==> src/rtl/pipe_ctrl_pkg.sv <==
// Shared types and defaults for the pipeline control unit.
package pipe_ctrl_pkg;

  typedef enum logic [1:0] {
    RUN     = 2'd0,
    MC_WAIT = 2'd1,
    FLUSH   = 2'd2
  } state_t;

  // Default stall-bus width: PC register plus five pipeline registers.
  localparam int unsigned STAGES_DEF = 6;

endpackage

==> src/rtl/pipe_ctrl_pc_sat_counter.sv <==
// Saturating up-counter with enable; holds at all-ones once reached.
module pc_sat_counter #(
  parameter int unsigned CNT_W = 32
) (
  input  logic             clk,
  input  logic             rst,
  input  logic             en,
  output logic [CNT_W-1:0] count
);

  always_ff @(posedge clk) begin
    if (!rst) begin
      count <= '0;
    end else if (en && (count != '1)) begin
      count <= count + CNT_W'(1);
    end
  end

endmodule

==> src/rtl/pipe_ctrl.sv <==
// Pipeline control: per-stage stall/bubble encode, multi-cycle hold,
// exception flush with redirect PC, and a stall-cycle counter.
module pipe_ctrl
  import pipe_ctrl_pkg::*;
#(
  parameter int unsigned STAGES    = STAGES_DEF,
  parameter int unsigned MC_STAGE  = 3,
  parameter int unsigned FLUSH_LEN = 1,
  parameter int unsigned CNT_W     = 32
) (
  input  logic              clk,
  input  logic              rst,
  input  logic [STAGES-1:0] stallreq,
  input  logic              mc_start,
  input  logic              mc_done,
  input  logic              excp_valid,
  input  logic [31:0]       excp_pc,
  output logic [STAGES-1:0] stall,
  output logic [STAGES-1:0] bubble,
  output logic              flush,
  output logic [31:0]       flush_pc,
  output logic              mc_cancel,
  output logic [CNT_W-1:0]  stall_cycles
);

  localparam int unsigned FL_W = (FLUSH_LEN > 1) ? $clog2(FLUSH_LEN) : 1;

  state_t          state;
  logic [FL_W-1:0] flush_left;
  logic            mc_hold;
  logic            active;
  int unsigned     level;

  // A zero-latency op (start and done together) never holds MC_STAGE.
  assign mc_hold = ((state == MC_WAIT) && !mc_done) ||
                   ((state == RUN) && mc_start && !mc_done);

  always_comb begin
    active = 1'b0;
    level  = 0;
    stall  = '0;
    bubble = '0;
    for (int unsigned i = 0; i < STAGES; i++) begin
      if (stallreq[i]) begin
        active = 1'b1;
        level  = i;
      end
    end
    if (mc_hold && (!active || (MC_STAGE > level))) begin
      active = 1'b1;
      level  = MC_STAGE;
    end
    if (rst && (state != FLUSH) && !excp_valid && active) begin
      for (int unsigned i = 0; i < STAGES; i++) begin
        stall[i]  = (i <= level);
        bubble[i] = (i == level + 1);
      end
    end
  end

  always_ff @(posedge clk) begin
    if (!rst) begin
      state      <= RUN;
      flush      <= 1'b0;
      flush_pc   <= '0;
      mc_cancel  <= 1'b0;
      flush_left <= '0;
    end else begin
      mc_cancel <= 1'b0;
      unique case (state)
        RUN: begin
          if (excp_valid) begin
            state      <= FLUSH;
            flush      <= 1'b1;
            flush_pc   <= excp_pc;
            flush_left <= FL_W'(FLUSH_LEN - 1);
          end else if (mc_start && !mc_done) begin
            state <= MC_WAIT;
          end
        end
        MC_WAIT: begin
          if (excp_valid) begin
            state      <= FLUSH;
            flush      <= 1'b1;
            flush_pc   <= excp_pc;
            flush_left <= FL_W'(FLUSH_LEN - 1);
            mc_cancel  <= 1'b1;
          end else if (mc_done) begin
            state <= RUN;
          end
        end
        FLUSH: begin
          if (flush_left == '0) begin
            state <= RUN;
            flush <= 1'b0;
          end else begin
            flush_left <= flush_left - FL_W'(1);
          end
        end
        default: state <= RUN;
      endcase
    end
  end

  pc_sat_counter #(.CNT_W(CNT_W)) u_stall_cnt (
    .clk   (clk),
    .rst   (rst),
    .en    (stall[0]),
    .count (stall_cycles)
  );

endmodule

==> config.mk <==
export PLATFORM = sky130hd
export DESIGN_NAME = pipe_ctrl
export DESIGN_NICKNAME = d
export VERILOG_FILES = /design/src/rtl/pipe_ctrl_pkg.sv /design/src/rtl/pipe_ctrl_pc_sat_counter.sv /design/src/rtl/pipe_ctrl.sv
export SDC_FILE = /design/constraint.sdc
export NUM_CORES = 1
export LEC_CHECK = 0
export ABC_AREA = 1
export ABC_CLOCK_PERIOD_IN_PS = 2900
export CAP_MARGIN = 10
export CORE_MARGIN = 8
export CORE_UTILIZATION = 41
export DETAILED_ROUTE_END_ITERATION = 16
export PLACE_DENSITY = 0.76
export SLEW_MARGIN = 0
export SYNTH_ARGS = -nofsm -noshare
export SYNTH_HDL_FRONTEND = slang
export SYNTH_SLANG_ARGS = --single-unit
==> constraint.sdc <==
create_clock -name clk -period 2.9 [get_ports clk]
set_input_delay 0.87 -clock clk [delete_from_list [all_inputs] [get_ports clk]]
set_output_delay 0.87 -clock clk [all_outputs]
set_load 0.05 [all_outputs]
==> run_results.csv <==
group,metric,value,unit
logic_synthesis,synth_compound_area_frac,0.108,
detailed_routing,wl,11.7,mm
worst_setup_path,required,2.03,ns
place,numPortBuffers,120,
logic_synthesis,seq_area_frac_synth,0.381,
clock_network,insertion_delay,0.34,ns
place,finalWeightedCongestion,0.900,
clock_network,ctsLongestPathBuffers,2,
finish,nets,733,
worst_setup_path,crit_fanout,4,
finish,final_util,0.649,
clock_network,path_clk_slew,0.07,ns
worst_hold_path,worstHoldStart,"flush_pc[2]",
global_routing,grt_start_max_net_pins,40,
global_routing,grt_usage,0.200,
pwr,p_per_area,424,nW/µm²
die,fp.dieW,109,µm
finish,final_common_cell,"nand2_1",
logic_synthesis,ys_ff_latch,68,
global_routing,antenna_found_initial,1,
sta,tns,-0.891,ns
sta,finalCritPeriodShare,1.06,
sta,fin_skew,0.00553,ns
clock_network,numCtsBuffers,9,
finish,fillerInstances,738,
place,dp_slack,-0.603,ns
outcome,violations,"negative setup slack",
logic_synthesis,yosysUniqueCellTypes,31,
logic_synthesis,synth_nets,596,
worst_setup_path,r2r_end,"u_stall_cnt.count[28]",
sta,final-hold-violation-count,0,
logic_synthesis,synthSimpleGateAreaFrac,0.395,
worst_setup_path,crit_start,"stallreq[3]",
job,maxCapViolCount,0,
finish,final_cell_mix,"nand2_1 (146), nor2_1 (132), clkdlybuf4s50_1 (98), dfxtp_1 (68), inv_1 (34)",
logic_synthesis,synthMuxAreaShare,0,
logic_synthesis,syn-mean-instance-area,6.50,µm²
worst_setup_path,end_kind,"primary output",
detailed_routing,dr.pass1.iters,4,
global_routing,grt_pass1_wl,19.1,mm
logic_synthesis,synth_top_family_by_area,"simple AND/OR/NAND/NOR gates",
finish,drive_above_1_share,0.171,
worst_setup_path,ff2ff_setup_slack,0.81,ns
finish,synthToLayoutAreaGrowth,56.0,%
sta,slew_violations,0,
worst_setup_path,arrival,2.22,ns
detailed_routing,vias_per_cell,4.91,
pwr,vdd_drop_max,0.257,mV
place,hpwl,8.47,mm
worst_setup_path,rr_startpoint,"state[1]",
logic_synthesis,synthAdderAreaFrac,0.0105,
clock_network,htree_levels,3,
logic_synthesis,synth_xor_xnor_area_share,0.0318,
sta,tightest_slew,0.559,ns
logic_synthesis,syn_inst,550,
global_routing,grt_pass1_vias,4012,
worst_setup_path,startpoint_type,"input port",
sta,min_period,3.09,ns
sta,relSlewSlack,0.626,
die,rows,34,
clock_network,ctsHoldBuffers,0,
sta,setup_violations,8,
die,start_util,0.416,
pwr,p_leak,2.15,nW
die,io_pins,121,
die,fp.dieH,109,µm
clock_network,cts_tree,"yes",
clock_network,cts.sinks,68,
worst_setup_path,critPathKind,"input port to primary output",
die,core_area,8590,µm²
clock_network,cts_root_buf,"clkbuf_8",
worst_hold_path,hp-class,"flop to flop",
detailed_routing,wl_per_cell,14.6,µm
pwr,total_power,0.00237,W
detailed_routing,dr.first_iter.drc_count,103,
outcome,status,"finished with violations",
worst_hold_path,worstHoldPathCells,2,
worst_hold_path,min_to,"flush_pc[2]",
sta,layout_setup_ws,-0.187,ns
sta,rsz0062_at_grt,"true",
logic_synthesis,yosys_warnings,0,
global_routing,gr-total-overflow,0,
sta,fmax,324,MHz
detailed_routing,drc,0,
die,dieArea,12000,µm²
detailed_routing,vias,3931,
detailed_routing,ant_nets,0,
logic_synthesis,synth_area,3580,µm²
worst_setup_path,reg2reg_depth,13,
[what timing repair did]
| item | in CTS | in global routing |
|---|---|---|
| gates resized for setup | 44 | 22 |
| endpoints found under the setup margin | 12 | 12 |
| setup buffers | 7 | 7 |
| hold endpoints to repair | 0 | 0 |
| pin swaps | 12 | 12 |
[worst max-delay path by stage]
| stage | end | slack, ns | cells after the start |
|---|---|---|---|
| after floorplan | bubble[0] | -0.26 | 7 |
| after global placement | bubble[0] | -0.54 | 12 |
| after detailed placement | bubble[0] | -0.60 | 9 |
| after CTS | bubble[1] | -0.21 | 9 |
| after global routing | bubble[0] | -0.24 | 11 |
| final | bubble[2] | -0.19 | 9 |
[report_power, final]
group / leakage [nW] / internal (W) / switching, W / total (W)
Clock: 0.102 / 0.000477 / 0.000370 / 0.000847
Sequential: 0.556 / 0.000973 / 0.0000214 / 0.000994
Combinational: 1.49 / 0.000206 / 0.000320 / 0.000527
Total: 2.15 / 0.00166 / 0.000711 / 0.00237
[area by class of cell]
type	instances	area (µm²)	area share
antenna	1	2.50	0.000449
clock buffer	10	128	0.0229
clock inverter	5	77.6	0.0139
inverter	41	156	0.0280
multi-input combinational	421	2160	0.388
sequential	68	1360	0.244
tap	108	135	0.0242
timing repair buffer	146	1560	0.279
[metrics by stage]
stage / instance area [µm²] / hold slack, ns / instances
2_1_floorplan: 3690 / 0.445 / 550
6_report: 5580 / 0.504 / 800
5_1_grt: 5580 / 0.546 / 800
4_1_cts: 5480 / 0.504 / 797
3_3_place_gp: 5180 / 0.477 / 775
3_5_place_dp: 5180 / 0.488 / 775
[worst max-delay path: stages]
cell      delay (ns)
buf_6           0.09
o21bai_4        0.16
a21oi_4         0.16
o21ai_4         0.09
nand2_4         0.08
ha_4            0.20
or2_4           0.28
nor2_4          0.14
buf_12          0.14
[synth_stat cells]
cell type / n / area [µm²]
a21oi_2: 16 / 140
nor2_1: 144 / 541
nand2_8: 1 / 20.0
a21oi_1: 10 / 50.1
or2_1: 1 / 6.26
ha_1: 3 / 37.5
nand2_2: 2 / 12.5
inv_1: 39 / 146
nor2_4: 3 / 33.8
nor3_1: 6 / 30.0
a31oi_1: 1 / 6.26
inv_2: 1 / 3.75
o21bai_1: 1 / 7.51
nor2_2: 1 / 6.26
nor2_8: 1 / 20.0
xor2_1: 8 / 70.1
buf_2: 2 / 10.0
dfxtp_1: 68 / 1360
o211ai_1: 1 / 7.51
clkbuf_1: 13 / 48.8
nand4_1: 6 / 37.5
o21ai_0: 25 / 125
buf_6: 4 / 45.0
buf_4: 1 / 7.51
xnor2_1: 5 / 43.8
nand3_1: 21 / 105
o21ai_1: 10 / 50.1
nand2_4: 2 / 22.5
clkinv_1: 1 / 3.75
nand3b_1: 1 / 7.51
nand2_1: 152 / 571
[per-layer routing]
metal | GRT usage | vias to the layer above | wire length (µm)
li1 | - | 1991 | -
met1 | 0.211 | 1767 | 4540
met2 | 0.335 | 146 | 5410
met3 | 0.0926 | 27 | 1320
met4 | 0.0887 | 0 | 385
met5 | 0 | - | 0
[kinds of logic (layout without fill, tap and decap cells)]
kind of cell	Yosys count	count (layout)
simple gates	341	341
fa+ha+maj	3	3
other cells	0	1
compound gates	64	64
xor+xnor	13	13
buf+inv	61	202
flops	68	68
[flip-flops by register name (all words and copies together), names as in the netlist]
signal,cells
mc_cancel,1
flush_pc,32
u_stall_cnt.count,32
state,2
flush,1
(Power assumes the default switching activity.)
